--- src/rtl/fp_sat_accum.sv ---
// fp_sat_accum
// ------------
// Saturating fixed-point accumulator for the output of the fixed-point
// multiplier. Samples flagged as overflow or underflow are replaced with
// the positive or negative full-scale value. N_ACC accepted samples are
// summed in a widened accumulator. One saturated W_len-bit result is then
// presented through a valid/ready handshake.
//
// Parameters:
//   W_len    word length of the input samples and of the result
//   W_fract  fractional bits; the format passes through and is not shifted
//   N_ACC    samples per result (>= 1)
//
// Ports:
//   clk         rising-edge clock
//   reset       asynchronous, active-low reset
//   in_valid    product/overflow/underflow hold a sample
//   in_ready    block accepts a sample this cycle
//   product     signed sample
//   overflow    sample overflowed positively (wins over underflow)
//   underflow   sample overflowed negatively
//   out_valid   sum holds a completed result
//   out_ready   downstream accepts the result
//   sum         signed, saturated result
//   sum_sat     sum was clamped
//
// Optional feature, macro FP_ACC_STICKY_EN:
//   clr_sticky  synchronous clear of sat_sticky (a set in the same cycle wins)
//   sat_sticky  set by any flagged accepted sample or any saturated result
module fp_sat_accum #(
    parameter int W_len   = 16,
    parameter int W_fract = 14,
    parameter int N_ACC   = 8
) (
    input  logic                    clk,
    input  logic                    reset,
    input  logic                    in_valid,
    output logic                    in_ready,
    input  logic signed [W_len-1:0] product,
    input  logic                    overflow,
    input  logic                    underflow,
    output logic                    out_valid,
    input  logic                    out_ready,
    output logic signed [W_len-1:0] sum,
    output logic                    sum_sat
`ifdef FP_ACC_STICKY_EN
    ,
    input  logic                    clr_sticky,
    output logic                    sat_sticky
`endif
);

    // The extra guard bit above $clog2(N_ACC) holds a full-scale negative
    // run without wrapping.
    localparam int ACC_W = W_len + $clog2(N_ACC) + 1;
    localparam int CNT_W = (N_ACC > 1) ? $clog2(N_ACC) : 1;

    localparam logic [CNT_W-1:0]        LAST_CNT = CNT_W'(N_ACC - 1);
    localparam logic signed [W_len-1:0] MAX_VAL  = {1'b0, {(W_len-1){1'b1}}};
    localparam logic signed [W_len-1:0] MIN_VAL  = {1'b1, {(W_len-1){1'b0}}};
    localparam logic signed [ACC_W-1:0] MAX_EXT  = {{(ACC_W-W_len){1'b0}}, MAX_VAL};
    localparam logic signed [ACC_W-1:0] MIN_EXT  = {{(ACC_W-W_len){1'b1}}, MIN_VAL};

    // Reject parameter sets that cannot describe a valid fixed-point format.
    if (N_ACC < 1 || W_fract < 0 || W_fract >= W_len) begin : g_bad_params
        $error("fp_sat_accum: need N_ACC >= 1 and 0 <= W_fract < W_len");
    end

    typedef enum logic {
        ACCUM = 1'b0,
        DONE  = 1'b1
    } state_t;

    state_t                    state;
    state_t                    next_state;
    logic signed [ACC_W-1:0]   acc;
    logic        [CNT_W-1:0]   cnt;
    logic signed [W_len-1:0]   sample;
    logic signed [ACC_W-1:0]   sample_ext;
    logic signed [ACC_W-1:0]   total;
    logic                      accept;
    logic                      last;
    logic                      sat_hi;
    logic                      sat_lo;

    // The handshake outputs decode only from the registered state. This
    // keeps every combinational path away from in_valid and out_ready.
    assign in_ready  = (state == ACCUM);
    assign out_valid = (state == DONE);
    assign accept    = in_valid && in_ready;
    assign last      = (cnt == LAST_CNT);

    // Replace flagged samples with full scale. Overflow wins when both
    // flags are set. The sample is then sign-extended and added to the
    // running total.
    always_comb begin
        sample = product;
        if (overflow) begin
            sample = MAX_VAL;
        end else if (underflow) begin
            sample = MIN_VAL;
        end
        sample_ext = {{(ACC_W-W_len){sample[W_len-1]}}, sample};
        total      = acc + sample_ext;
        sat_hi     = (total > MAX_EXT);
        sat_lo     = (total < MIN_EXT);
    end

    // Register the handshake state.
    always_ff @(posedge clk or negedge reset) begin
        if (!reset) begin
            state <= ACCUM;
        end else begin
            state <= next_state;
        end
    end

    // Move to DONE on the N_ACC-th accept. Return to ACCUM only after
    // downstream takes the result.
    always_comb begin
        next_state = state;
        case (state)
            ACCUM:   if (accept && last) next_state = DONE;
            DONE:    if (out_ready)      next_state = ACCUM;
            default: next_state = ACCUM;
        endcase
    end

    // Accumulate accepted samples. On the final sample, clamp the total into
    // sum and restart the accumulator. The sum register is written only on an
    // accept, so it stays stable throughout DONE.
    always_ff @(posedge clk or negedge reset) begin
        if (!reset) begin
            acc     <= '0;
            cnt     <= '0;
            sum     <= '0;
            sum_sat <= 1'b0;
        end else if (accept) begin
            if (last) begin
                acc     <= '0;
                cnt     <= '0;
                sum_sat <= sat_hi || sat_lo;
                if (sat_hi) begin
                    sum <= MAX_VAL;
                end else if (sat_lo) begin
                    sum <= MIN_VAL;
                end else begin
                    sum <= total[W_len-1:0];
                end
            end else begin
                acc <= total;
                cnt <= cnt + 1'b1;
            end
        end
    end

`ifdef FP_ACC_STICKY_EN
    logic sticky_set;

    assign sticky_set = accept && (overflow || underflow || (last && (sat_hi || sat_lo)));

    // Record any saturation event until software clears it. A set in the
    // same cycle as a clear takes priority, so no event is lost.
    always_ff @(posedge clk or negedge reset) begin
        if (!reset) begin
            sat_sticky <= 1'b0;
        end else if (sticky_set) begin
            sat_sticky <= 1'b1;
        end else if (clr_sticky) begin
            sat_sticky <= 1'b0;
        end
    end
`endif

endmodule

--- config.mk ---
export PLATFORM = sky130hd
export DESIGN_NAME = fp_sat_accum
export DESIGN_NICKNAME = d
export VERILOG_FILES = /design/src/rtl/fp_sat_accum.sv
export SDC_FILE = /design/constraint.sdc
export NUM_CORES = 1
export LEC_CHECK = 0
export ABC_AREA = 1
export CAP_MARGIN = 20
export CORE_ASPECT_RATIO = 1.2
export CORE_UTILIZATION = 45
export DETAILED_ROUTE_END_ITERATION = 12
export GPL_ROUTABILITY_DRIVEN = 0
export PLACE_DENSITY = 0.71
export SYNTH_ARGS = -nofsm -noshare
export SYNTH_HDL_FRONTEND = slang
export SYNTH_SLANG_ARGS = --single-unit
--- constraint.sdc ---
create_clock -name clk -period 5.96 [get_ports clk]
set_input_delay 1.49 -clock clk [delete_from_list [all_inputs] [get_ports clk]]
set_output_delay 1.49 -clock clk [all_outputs]
set_load 0.01 [all_outputs]
Yosys cells after proc, flatten, opt, wreduce, memory -nomap -nowiden

Cells that the tools add are included.

Input port bits: 22
Register bits: 41

$lt $le $gt $ge: 2
Bitwise gates (word level): 1
Reduce and logical (&&, ||, !) cells: 4
Muxes and demuxes: 9
Add/subtract/negate cells: 2
Equal/unequal tests: 1

Operators with widths:

| cell                   | number |
|---|---|
| $mux W16               | 4 |
| $add A20 B16 Y20       | 1 |
| $gt A20 B16 Y1 const B | 1 |
| $lt A20 B16 Y1 const B | 1 |
| $mux W20               | 1 |
| $add A3 B1 Y3 const B  | 1 |
| $eq A3 B3 Y1 const B   | 1 |
| $mux W3                | 1 |
| $logic_and A1 B1 Y1    | 2 |
| $mux W1                | 2 |
| $pmux W1 S2            | 1 |
| $reduce_and A2 Y1      | 1 |
| $logic_or A1 B1 Y1     | 1 |
| $not A1 Y1             | 1 |

Longest topological paths before layout

Word-level depth: 6
Mapped depth: 21
Depth with buffers taken out: 19

Worst setup path before layout

Ideal clock, no wire load.

Kind: input to register
Start: in overflow
End: reg sum[10]
Data required time: 5.844 ns
Slack: 2.377 ns
Stages on the path: 18
Data arrival time: 3.467 ns
Path through: inv_1 -> clkbuf_1 -> o21ai_0 -> ha_1 -> or2_1 -> nand3_1 -> nand2_2 -> nand2_2 -> nand3b_1 -> nand2_2 -> inv_1 -> nor2_1 -> nand2_1 -> nand2_4 -> buf_6 -> nand2_1 -> nand2_1 -> nand2_1

Word-level cells in the longest chain between the ends: 5
Elaborated cells between the ends (all ways): 6
Those cells by class: 1 x add/sub; 2 x order compare; 3 x mux

Ends and longest elaborated chain:

| element              | RTL line | text |
|---|---|---|
| from (decl)          | 40       | `input logic overflow,` |
| $mux W16 (*)         | 98       | `if (overflow) begin` |
| $add A20 B16 Y20 (*) | 104      | `total = acc + sample_ext;` |
| $lt A20 B16 Y1       | 106      | `sat_lo = (total < MIN_EXT);` |
| $mux W16             | 145      | `end else if (sat_lo) begin` |
| $mux W16 (*)         | 143      | `if (sat_hi) begin` |
| to (signal assigned) | 148      | `sum <= total[W_len-1:0];` |
| to (decl)            | 44       | `output logic signed [W_len-1:0] sum,` |

Mark *: on every way between the ends. The rest lies on a longest branch, timed or not.
A chain may end at the register's enable or synchronous reset.

Final worst setup path

Start: in underflow
End: reg sum[4]

Word-level cells in the longest chain between the ends: 6
Elaborated cells between the ends (all ways): 7
Those cells by class: 1 x add/sub; 2 x order compare; 4 x mux

Ends and longest elaborated chain:

| element              | RTL line | text |
|---|---|---|
| from (decl)          | 41       | `input logic underflow,` |
| $mux W16 (*)         | 100      | `end else if (underflow) begin` |
| $mux W16 (*)         | 98       |  |
| $add A20 B16 Y20 (*) | 104      |  |
| $lt A20 B16 Y1       | 106      |  |
| $mux W16             | 145      |  |
| $mux W16 (*)         | 143      |  |

Marks and branches as above.

==> run metrics <==
status finished clean; R2R Setup Slk 3.41 ns; vias per cell 5.04; EDFF count, synth 0; Root Buffer clkbuf_8; Critical Path Start Type input port; Final HPWL DP 5330 µm; Fill cells 640; Hold Path End sum[14]; vias in the first global route 2,709; most frequent cell after synthesis nand2_1; P&R area growth vs syn 19.6%; part of the Yosys area used for sequential elements 34.6%; Mapped Nets 463; worst path required time 6.20 ns; slew margin rel. 37.5%; Syn Std Cell Area 0.00297 mm²; static leakage 1.90 nW; Nets 502; Synth Area per Inst 7.08 µm²; Layout Cells excl Fill 544; All-Layer GR Usage 22.0%; CTS buffer count 5; Reg clk slew, reported paths 0.08 ns; overall power 0.00204 W; CP endpoint kind flip-flop; async set or reset register ratio after synthesis 100%; first-pass GRT wire length 12,200 µm; Setup Fix Bufs, Post-CTS 0; Overflow after GRT 0; maxcap violations 0; number of buffers added on ports 40; Post-synth top cells 163 x nand2_1, 54 x inv_1, 41 x dfrtp_1; share of the synthesized area in the top cell type 34.6%; Die W 76.1 µm; largest net degree at the start of global routing 42; Crit Path Max Fanout 16; Clk Latency, worst-skew pair 0.30 ns; f_max 0.226 GHz; Reg2Reg Depth 17; CTS sink count 41; synth top area cells dfrtp_1 35%, nand2_1 21%, ha_1 8.9%, inv_1 6.8%, a22o_1 4.7%; Final Setup Violations 0; DRT antenna net count 0; Hold Startpoint sum[14]; core area 0.00641 mm²; Worst VDD drop 349 µV; top_reg_cell synth dfrtp_1; # IOs 41; dpl cells 536; Worst R2R Start acc[0]; Arr. time, crit path 4.66 ns; fin crit share 74.2%; die area 0.00693 mm²; Mapped Cells 419; worst-margin pin slew 0.937 ns; CP Class in -> reg; Post-Route WL 7120 µm; Setup Skew 0.0104 ns; initial antenna violation count 0; CTS tree yes; initial DRC count 131; power density cells 576 mW/mm²; fin crit period 4.42 ns; Chip Height 91.0 µm; drt wl/cell 13.1 µm; RSZ-0062 raised after global routing false; final hold vios 0; layout cell share with drive strength beyond 1 5.45%; number of iterations in the first detailed-routing pass 6; initial core utilization 46.3%; Hold-fix buffers, CTS 0; std cell rows 32; # resized after CTS 0; Yosys warnings 0; Max clock buf depth 2; worst min-delay path class reg -> reg; n_diodes 0; fin. max-slew vios 0; DRC 0; TNS Setup 0 ns; hold path depth 2; Synth cell types 31; top cell type by total area after synthesis dfrtp_1; Vias 2,742; #FFs+latches synth 41; RR Endpoint sum[4]; H-tree depth 2
==> final cells by class <==
class                   count  area (µm²)  share of cell area, %
multi-input cells         312        1680                   47.2
inverters                  56         210                   5.92
clock inverters             2        37.5                   1.06
flip-flops and latches     41        1030                   28.9
clock buffers               6        82.6                   2.33
well taps                  85         106                   3.00
repair buffers             42         410                   11.6
==> state kept, by name, indices dropped and copies added (netlist names) <==
register and cells:
sum 16, sum_sat 1, out_valid 1, acc 20, cnt 3
==> through the flow <==
step	setup WS (ns)	util, %	cell area (µm²)	hold slack (ns)
2_1_floorplan	2.38	-	2970	0.455
3_3_place_gp	1.24	53.5	3430	0.466
3_5_place_dp	1.24	53.5	3430	0.466
4_1_cts	1.54	55.4	3550	0.486
5_1_grt	1.19	55.4	3550	0.503
6_report	1.54	55.4	3550	0.483
==> layer usage <==
| metal | wire length, µm | global-route usage [%] | up-vias |
|---|---|---|---|
| li1 | - | - | 1403 |
| met1 | 3290 | 28.2 | 1246 |
| met2 | 3340 | 37.5 | 77 |
| met3 | 283 | 2.91 | 16 |
| met4 | 204 | 8.49 | 0 |
| met5 | 0 | 0 | - |
==> worst max path at each step <==
stage                    from  slack (ns)  cells past startpoint  endpoint
finish              underflow        1.54                     19    sum[4]
global placement    underflow        1.24                     19    sum[5]
floorplan            overflow        2.38                     18   sum[10]
global route        underflow        1.19                     19    sum[5]
CTS                 underflow        1.54                     19    sum[5]
detailed placement  underflow        1.24                     19    sum[5]
==> critical path: stages <==
cell and delay, ns:
clkdlybuf4s50_1 0.84, o21ai_0 0.20, ha_1 0.28, fa_1 0.45, nand2_1 0.10, nand2_1 0.07, nand3_1 0.08, nand2_1 0.10
nand2_1 0.10, nand2_1 0.05, nand2_1 0.06, nand2_1 0.08, nor2_1 0.11, nand3_1 0.12, nand2_2 0.23, nand2_1 0.10
nand2_1 0.07, nand2_1 0.05, nand2_1 0.06
==> power by group <==
part           switching [W]  total [W]  internal (W)
Combinational       0.000792    0.00132      0.000525
Clock               0.000104   0.000240      0.000136
Sequential         0.0000759   0.000486      0.000410
Total               0.000972    0.00204       0.00107
==> cell usage in the layout (no fill, tap or decap) <==
master	instances
fa_1	1
o21ai_0	26
a22o_1	16
buf_4	2
o21bai_1	2
a21oi_1	16
nand3_2	2
inv_1	54
or2_1	2
nor3_2	1
dfrtp_1	41
xor2_1	8
a31oi_1	2
nand2_4	1
nand2_1	163
nand3b_1	1
clkdlybuf4s50_1	39
nor4_1	1
clkbuf_8	6
nor2_1	20
a21boi_2	1
ha_1	21
buf_2	1
o22ai_1	1
nor3_1	2
o31ai_1	1
and3_1	1
inv_2	2
xnor2_1	6
a21oi_2	1
nand2_2	6
nand3_1	10
clkinvlp_4	1
bufinv_16	1
==> logic make-up after synthesis <==
| family | Yosys count | share of synthesized area [%] |
|---|---|---|
| AO/OA/AOI/OAI | 66 | 13.9 |
| buffers and inverters | 66 | 8.98 |
| adder cells (fa/ha/maj) | 22 | 9.53 |
| XOR/XNOR | 14 | 4.13 |
| flip-flops | 41 | 34.6 |
| AND/OR/NAND/NOR | 210 | 28.9 |
Power figures use the tool's default switching activity.
